**src/rtl/uart_pkg.sv**
```systemverilog
// rtl/uart_pkg.sv - shared UART types and constants
package uart_pkg;

    localparam int UART_DATA_W = 8;

    typedef enum logic [1:0] {
        FD_IDLE,
        FD_LAUNCH,
        FD_WAIT
    } feeder_state_t;

endpackage

```
**src/rtl/uart_sync_fifo.sv**
```systemverilog
// rtl/uart_sync_fifo.sv - synchronous FIFO with registered read data and level count
module uart_sync_fifo #(
    parameter int DEPTH  = 16,
    parameter int DATA_W = 8
) (
    input  logic                     clk,
    input  logic                     reset_n,
    input  logic                     flush,
    input  logic                     wr_en,
    input  logic [DATA_W-1:0]        wr_data,
    input  logic                     rd_en,
    output logic [DATA_W-1:0]        rd_data,
    output logic                     empty,
    output logic                     full,
    output logic [$clog2(DEPTH):0]   level
);

    localparam int PTR_W = $clog2(DEPTH);
    localparam logic [PTR_W:0] LVL_FULL = (PTR_W + 1)'(DEPTH);
    localparam logic [PTR_W:0] LVL_ONE  = (PTR_W + 1)'(1);

    logic [DATA_W-1:0] r_mem [DEPTH];
    logic [PTR_W-1:0]  r_wr_ptr;
    logic [PTR_W-1:0]  r_rd_ptr;
    logic [PTR_W:0]    r_level;
    logic [DATA_W-1:0] r_rd_data;

    logic w_wr;
    logic w_rd;

    // flush wins over both ports so a cleared FIFO never sees a stray write or pop
    assign w_wr = wr_en && !full && !flush;
    assign w_rd = rd_en && !empty && !flush;

    always_ff @(posedge clk) begin
        if (w_wr) begin
            r_mem[r_wr_ptr] <= wr_data;
        end
    end

    always_ff @(posedge clk) begin
        if (!reset_n) begin
            r_wr_ptr  <= '0;
            r_rd_ptr  <= '0;
            r_level   <= '0;
            r_rd_data <= '0;
        end else if (flush) begin
            r_wr_ptr <= '0;
            r_rd_ptr <= '0;
            r_level  <= '0;
        end else begin
            if (w_wr) begin
                r_wr_ptr <= r_wr_ptr + 1'b1;
            end
            if (w_rd) begin
                r_rd_data <= r_mem[r_rd_ptr];
                r_rd_ptr  <= r_rd_ptr + 1'b1;
            end
            case ({w_wr, w_rd})
                2'b10:   r_level <= r_level + LVL_ONE;
                2'b01:   r_level <= r_level - LVL_ONE;
                default: r_level <= r_level;
            endcase
        end
    end

    assign rd_data = r_rd_data;
    assign level   = r_level;
    assign empty   = (r_level == '0);
    assign full    = (r_level == LVL_FULL);

endmodule

```
**src/rtl/uart_tx_feeder.sv**
```systemverilog
// rtl/uart_tx_feeder.sv - byte buffer and launch sequencer in front of the UART transmitter
module uart_tx_feeder
    import uart_pkg::*;
#(
    parameter int DEPTH  = 16,
    parameter int DATA_W = UART_DATA_W
) (
    input  logic                     clk,
    input  logic                     reset_n,
    input  logic                     wr_valid,
    input  logic [DATA_W-1:0]        wr_data,
    output logic                     wr_ready,
    input  logic                     flush,
    input  logic                     tx_en,
    output logic                     tx_start,
    output logic [DATA_W-1:0]        tx_din,
    input  logic                     tx_done_tick,
    output logic                     tx_busy,
    output logic                     empty,
    output logic                     full,
    output logic [$clog2(DEPTH):0]   level
);

    feeder_state_t r_state;
    feeder_state_t w_state_next;

    logic w_pop;
    logic w_wr_en;
    logic w_empty;
    logic w_full;

    assign wr_ready = !w_full && !flush;
    assign w_wr_en  = wr_valid && wr_ready;

    uart_sync_fifo #(
        .DEPTH  (DEPTH),
        .DATA_W (DATA_W)
    ) u_fifo (
        .clk     (clk),
        .reset_n (reset_n),
        .flush   (flush),
        .wr_en   (w_wr_en),
        .wr_data (wr_data),
        .rd_en   (w_pop),
        .rd_data (tx_din),
        .empty   (w_empty),
        .full    (w_full),
        .level   (level)
    );

    always_ff @(posedge clk) begin
        if (!reset_n) begin
            r_state <= FD_IDLE;
        end else begin
            r_state <= w_state_next;
        end
    end

    // the pop loads tx_din one cycle before LAUNCH, so the byte is stable for the whole frame
    always_comb begin
        w_state_next = r_state;
        w_pop        = 1'b0;
        case (r_state)
            FD_IDLE: begin
                if (!w_empty && tx_en && !flush) begin
                    w_pop        = 1'b1;
                    w_state_next = FD_LAUNCH;
                end
            end
            FD_LAUNCH: begin
                w_state_next = FD_WAIT;
            end
            FD_WAIT: begin
                if (tx_done_tick) begin
                    w_state_next = FD_IDLE;
                end
            end
            default: begin
                w_state_next = FD_IDLE;
            end
        endcase
    end

    assign tx_start = (r_state == FD_LAUNCH);
    assign tx_busy  = (r_state != FD_IDLE);
    assign empty    = w_empty;
    assign full     = w_full;

endmodule

```
**config.mk**
```make
export PLATFORM = sky130hd
export DESIGN_NAME = uart_tx_feeder
export DESIGN_NICKNAME = d
export VERILOG_FILES = /design/src/rtl/uart_pkg.sv /design/src/rtl/uart_sync_fifo.sv /design/src/rtl/uart_tx_feeder.sv
export SDC_FILE = /design/constraint.sdc
export NUM_CORES = 1
export LEC_CHECK = 0
export CORE_MARGIN = 5
export CORE_UTILIZATION = 50
export CTS_CLUSTER_SIZE = 20
export DETAILED_ROUTE_END_ITERATION = 10
export GPL_ROUTABILITY_DRIVEN = 0
export GPL_TIMING_DRIVEN = 0
export PLACE_DENSITY = 0.71
export RECOVER_POWER = 25
export SYNTH_ARGS = -nofsm -noshare
export SYNTH_HDL_FRONTEND = slang
export SYNTH_SLANG_ARGS = --single-unit
```
**constraint.sdc**
```tcl
create_clock -name clk -period 3 [get_ports clk]
set_clock_uncertainty 0.1 [all_clocks]
set_input_delay 0.9 -clock clk [delete_from_list [all_inputs] [get_ports clk]]
set_output_delay 0.9 -clock clk [all_outputs]
set_load 0.05 [all_outputs]
```
==> results of run 1 <==
-- cell usage after synthesis (5+ instances only) --
cell | number | area share
edfxtp_1 | 128 | 0.63
mux2i_1 | 61 | 0.10
o22ai_1 | 30 | 0.031
nor2_1 | 28 | 0.017
dfxtp_1 | 23 | 0.076
a21oi_1 | 14 | 0.012
o21ai_0 | 12 | 0.0099
buf_2 | 10 | 0.0082
inv_1 | 10 | 0.0062
ha_1 | 9 | 0.019
nand2_1 | 8 | 0.0049
nor4_1 | 7 | 0.0072
clkbuf_1 | 6 | 0.0037
nor3_1 | 6 | 0.0049
xor2_1 | 6 | 0.0086
nor2b_1 | 5 | 0.0051
-- cell families (layout without fill, tap and decap cells) --
kind of cell | Yosys count | after routing | share of synthesized area
multiplexers | 63 | 63 | 0.108
buffers and inverters | 30 | 101 | 0.0224
AO/OA/AOI/OAI | 60 | 60 | 0.0626
flip-flops | 151 | 151 | 0.708
AND/OR/NAND/NOR | 75 | 75 | 0.0659
XOR/XNOR | 8 | 8 | 0.0115
adder cells (fa/ha/maj) | 10 | 10 | 0.0218
-- flip-flops by register name, summed over array words and instances, names as in the netlist --
signal	cells
u_fifo.r_mem	128
u_fifo.rd_data	8
u_fifo.level	5
u_fifo.r_rd_ptr	4
u_fifo.r_wr_ptr	4
r_state	2
-- what timing repair did --
action	4_1_cts	5_1_grt
buffers inserted	0	7
pin swaps	3	5
setup endpoints to repair	30	3
resized for setup	15	10
-- metal layers --
metal / track usage / vias to the layer above / share of wire
met2: 0.274 / 100 / 0.48
li1: - / 1636 / -
met4: 0.0687 / 0 / 0.018
met3: 0.0374 / 19 / 0.057
met1: 0.248 / 1711 / 0.45
met5: 0 / - / 0
-- metrics by stage --
step	setup WS, ns	total power [W]	hold slack, ns	cells
4_1_cts	-0.208	0.00456	0.436	608
5_1_grt	-0.00400	0.00466	0.464	615
3_3_place_gp	-0.819	0.00246	0.419	575
6_report	0.0794	0.00455	0.430	615
3_5_place_dp	-0.860	0.00246	0.427	576
2_1_floorplan	0.00348	0.00239	0.403	397
-- worst register-to-register path, cell delays in order (launching register included) --
cell,delay (ns)
dfxtp_2,0.36
nor4_4,0.49
a2111oi_4,0.15
buf_6,0.15
ha_4,0.17
buf_4,0.14
ha_4,0.27
nor2b_4,0.15
o21ai_2,0.06
nor4b_1,0.15
or3_1,0.40
a21oi_2,0.13
-- path summary, 6_finish.rpt --
kind / from / end / slack (ns) / cells past startpoint
max: wr_valid / u_fifo.level[4] / 0.08 / 12
min: r_state[1] / r_state[1] / 0.43 / 2
min reg2reg: r_state[1] / r_state[1] / 0.43 / 2
max reg2reg: u_fifo.level[0] / u_fifo.level[4] / 0.20 / 11
-- final cells by class --
| class | instances | area (um^2) | share of cell area |
|---|---|---|---|
| multi-input cells | 216 | 1700 | 0.232 |
| clock inverters | 14 | 165 | 0.0226 |
| flip-flops and latches | 151 | 4310 | 0.591 |
| clock buffers | 18 | 429 | 0.0588 |
| repair buffers | 39 | 373 | 0.0511 |
| inverters | 10 | 37.5 | 0.00514 |
| plain buffers | 20 | 103 | 0.0141 |
| well taps | 147 | 184 | 0.0252 |
-- where the power goes --
part	switching (W)	internal (W)	leakage (nW)	total, W
sequential	0.00000589	0.00228	1.34	0.00229
combinational	0.0000838	0.0000432	0.702	0.000127
clock	0.000877	0.00125	0.284	0.00213
==> results.cfg, run 1 <==
[sta]
max_slew_margin = 0.375
hold_viol = 0
max_freq_mhz = 342
worst_pin_slew_ns = 0.934
setup_violations = 0
layout_min_cycle_time_ns = 2.92
setup_tns_ns = 0
finalMaxSlewViolations = 0
post-route-period-util = 0.974

[floorplan]
die_x_um = 120
die_area_mm2 = 0.0145
ios = 32
core-area_mm2 = 0.0120
die_h_um = 120
rows = 40
initial_utilization = 0.508

[route]
vias = 3466
drt-total-wl_um = 12200
drt-initial-drc-count = 252
drt_pre_antenna_iters = 5
drtAntennaViolNets = 0
post-route-drc-count = 0
avgViaCountPerCell = 5.64
wl_per_cell_um = 19.8

[min_path]
hold_path.class = reg2reg

[placement]
portBuffers = 31
dp_hpwl_um = 8210
place_area_mm2 = 0.00660

[clock_network]
clkTransAtPathRegs_ns = 0.06
hold_buffers = 0
clock_latency_ns = 0.42
cts_root_buffer = clkbuf_16
clock_sinks = 151
cts_max_level = 4
cts_tree = yes
clk_path_buf_depth = 2
cts_buffers = 17

[power_and_ir_drop]
power.leakage_nw = 2.33
ir_drop_mv = 0.327
p_per_area_mw_per_mm2 = 623

[yosys]
async_flop_share = 0
syn-num-nets = 421
synth_seq_cells = 151
synthDistinctLibCells = 37
ys_seq_area_frac = 0.708
synth_edf_count = 128
syn_avg_cell_area_um2 = 15.3
synth_ff_type = edfxtp_1
synthesis.area_mm2 = 0.00608
synthCells = 397
ys_warn_count = 0

[setup_path]
worstSetupEndpointType = flop
crit_fanout = 4
slowest_stage = clkdlybuf4s50_1
cpPeakStageDelay_ns = 0.46
crit_family = buffers and inverters
cp_num_buf_inv = 4
crit_path_start_kind = input pin
path_common_cell = ha_4
required_ns = 3.24
crit_chain = clkdlybuf4s50_1, inv_1, a211oi_4, inv_2, ha_4, buf_4, ha_4, nor2b_4, o21ai_2, nor4b_1, or3_1, a21oi_2
critPathArrivalTime_ns = 3.16
path_class = in2reg

[grt]
antenna_found_initial = 0
grt_pass1_vias = 3383
overflow = 0
grt_max_degree = 17
grt_usage = 0.177
grt_pass1_wl_um = 19000

[finish]
antenna_cells = 0
design_area_mm2 = 0.00730
fin_nets = 479
n_fill_cell = 870
finalCoreUtilization = 0.610
area_growth_pct = 20.0
drive_gt1_frac = 0.167
layout_commonest_cell = edfxtp_1
layout.cells.most_common_list = edfxtp_1, mux2i_1, o22ai_1

[outcome]
status = complete, no violations

[job]
drv_cap = 0
No activity file was read; power rests on OpenSTA's default activity.
==> run 2, diff against run 1 <==
--- a/config.mk
+++ b/config.mk
@@ -5,13 +5,15 @@
 export SDC_FILE = /design/constraint.sdc
 export NUM_CORES = 1
 export LEC_CHECK = 0
+export CELL_PAD_IN_SITES_DETAIL_PLACEMENT = 1
+export CELL_PAD_IN_SITES_GLOBAL_PLACEMENT = 1
 export CORE_MARGIN = 5
-export CORE_UTILIZATION = 50
+export CORE_UTILIZATION = 45
 export CTS_CLUSTER_SIZE = 20
 export DETAILED_ROUTE_END_ITERATION = 10
 export GPL_ROUTABILITY_DRIVEN = 0
 export GPL_TIMING_DRIVEN = 0
-export PLACE_DENSITY = 0.71
+export PLACE_DENSITY_LB_ADDON = 0.1
 export RECOVER_POWER = 25
 export SYNTH_ARGS = -nofsm -noshare
 export SYNTH_HDL_FRONTEND = slang
==> run 2 against run 1 <==
Sequential share of layout area barely moved; clock power fell by 7%; first-iteration DRC count fell by 32%; worst hold slack improved by 0.015 ns; sequential power barely moved; fmax rose by 2.2%; highest routed layer unchanged; non-clock buffer count fell by 1; critical path depth did not move; die area rose by 10%.
==> results.cfg, run 2 (synthesis results as in run 1) <==
[job]
drv_cap = 0

[clock_network]
cts_root_buffer = clkbuf_16
clk_path_buf_depth = 2
clock_latency_ns = 0.42
cts_tree = yes
cts_buffers = 17
cts_max_level = 4
clkTransAtPathRegs_ns = 0.06
hold_buffers = 0
clock_sinks = 151

[sta]
whs_ns = 0.445
max_slew_margin = 0.185
rsz0062_at_grt = yes
finalMaxSlewViolations = 0
setup_tns_ns = 0
hold_viol = 0
max_freq_mhz = 350
worst_pin_slew_ns = 1.21
layout_min_cycle_time_ns = 2.86
post-route-period-util = 0.953
setup_violations = 0

[grt]
grt_max_degree = 17
overflow = 0
grt_pass1_vias = 3620
antenna_found_initial = 0
grt_pass1_wl_um = 20800
grt_usage = 0.178

[finish]
drive_gt1_frac = 0.161
fin_nets = 478
layout.cells.most_common_list = edfxtp_1, mux2i_1, o22ai_1
largest_register_ffs = 128
area_growth_pct = 20.1
n_fill_cell = 1294
layout_commonest_cell = edfxtp_1
largest_register = u_fifo.r_mem
multi_input_area_mm2 = 0.00170
seqCellArea_mm2 = 0.00431
final_cells = 644

[route]
drt-initial-drc-count = 171
drt-total-wl_um = 13700
drtAntennaViolNets = 0
wl_per_cell_um = 21.3
drt_pre_antenna_iters = 4
vias = 3467
post-route-drc-count = 0
avgViaCountPerCell = 5.38

[placement]
portBuffers = 31
dp_cells = 604
dp_hpwl_um = 9430

[floorplan]
die_x_um = 126
initial_utilization = 0.459
die_h_um = 126
rows = 42
die_area_mm2 = 0.0159
ios = 32
core-area_mm2 = 0.0132

[setup_path]
required_ns = 3.24
crit_path_start_kind = flop
r2r_slack_ns = 0.14
worstReg2RegEnd = u_fifo.level[4]
slowest_stage = nor4_4
rr_worst_depth = 12
crit_chain = nor4_4, a211oi_4, buf_4, inv_1, ha_4, inv_2, fa_2, nor2b_4, o21ai_2, nor4b_2, or3_1, a21oi_1
critPathArrivalTime_ns = 3.10
path_class = reg2reg
r2r-start = u_fifo.level[3]
cpPeakStageDelay_ns = 0.46
worstSetupEndpointType = flop
crit_fanout = 4

[outcome]
status = complete, no violations

[power_and_ir_drop]
total_power_w = 0.00442
p_per_area_mw_per_mm2 = 605
ir_drop_mv = 0.590
power.leakage_nw = 2.32

[min_path]
hold_path.class = reg2reg
min_to = u_fifo.rd_data[3]
min_path_cells = 2
min_from = u_fifo.rd_data[3]
[run 2: final cells by class]
type	count	area share
Antenna cell	1	0.000343
Buffer	20	0.0141
Clock buffer	22	0.0636
Clock inverter	10	0.0132
Inverter	10	0.00514
Multi-Input combinational cell	216	0.233
Sequential cell	151	0.590
Tap cell	176	0.0302
Timing Repair Buffer	38	0.0504
[run 2: timing repair]
item	CTS	global route
gates resized for setup	13	13
pin swaps	2	7
setup endpoints to repair	38	19
buffers inserted	5	2
[run 2: per-stage QoR]
stage / utilization / instance area, um^2 / setup slack [ns]
2_1_floorplan: - / 6100 / 0.00348
3_3_place_gp: 0.501 / 6630 / -0.855
3_5_place_dp: 0.501 / 6630 / -0.914
4_1_cts: 0.547 / 7250 / -0.0868
5_1_grt: 0.551 / 7300 / -0.0284
6_report: 0.551 / 7300 / 0.141
[run 2: critical path, delay by kind of cell, from the launching register on]
| family | cells | cell delay [ns] |
|---|---|---|
| buffers and inverters | 3 | 0.30 |
| DFF | 1 | 0.35 |
| AOI/OAI and AO/OA | 3 | 0.34 |
| adders and majority gates | 2 | 0.56 |
| and+or+nand+nor | 4 | 1.14 |
[run 2: how the worst max path moves through the flow]
stage                         start              end  slack (ns)  depth (start not counted)
finish              u_fifo.level[3]  u_fifo.level[4]        0.14                         12
CTS                           tx_en  u_fifo.level[4]       -0.09                         12
global route        u_fifo.level[3]  u_fifo.level[4]       -0.03                         12
detailed placement            flush  u_fifo.level[4]       -0.91                         11
global placement              flush  u_fifo.level[4]       -0.85                         11
floorplan                     flush  u_fifo.level[4]       0.003                         10
[run 2: power by group]
part / switching (W) / internal (W) / total [W]
logic: 0.0000910 / 0.0000428 / 0.000134
clock network: 0.000805 / 0.00119 / 0.00199
registers: 0.00000573 / 0.00229 / 0.00229
[run 2: layer usage]
metal / up-vias / GRT usage / share of wire / wire, um
li1: 1634 / - / - / -
met1: 1749 / 0.237 / 0.46 / 6240
met2: 72 / 0.283 / 0.48 / 6560
met3: 12 / 0.0500 / 0.052 / 710
met4: 0 / 0.0625 / 0.013 / 181
met5: - / 0 / 0 / 0
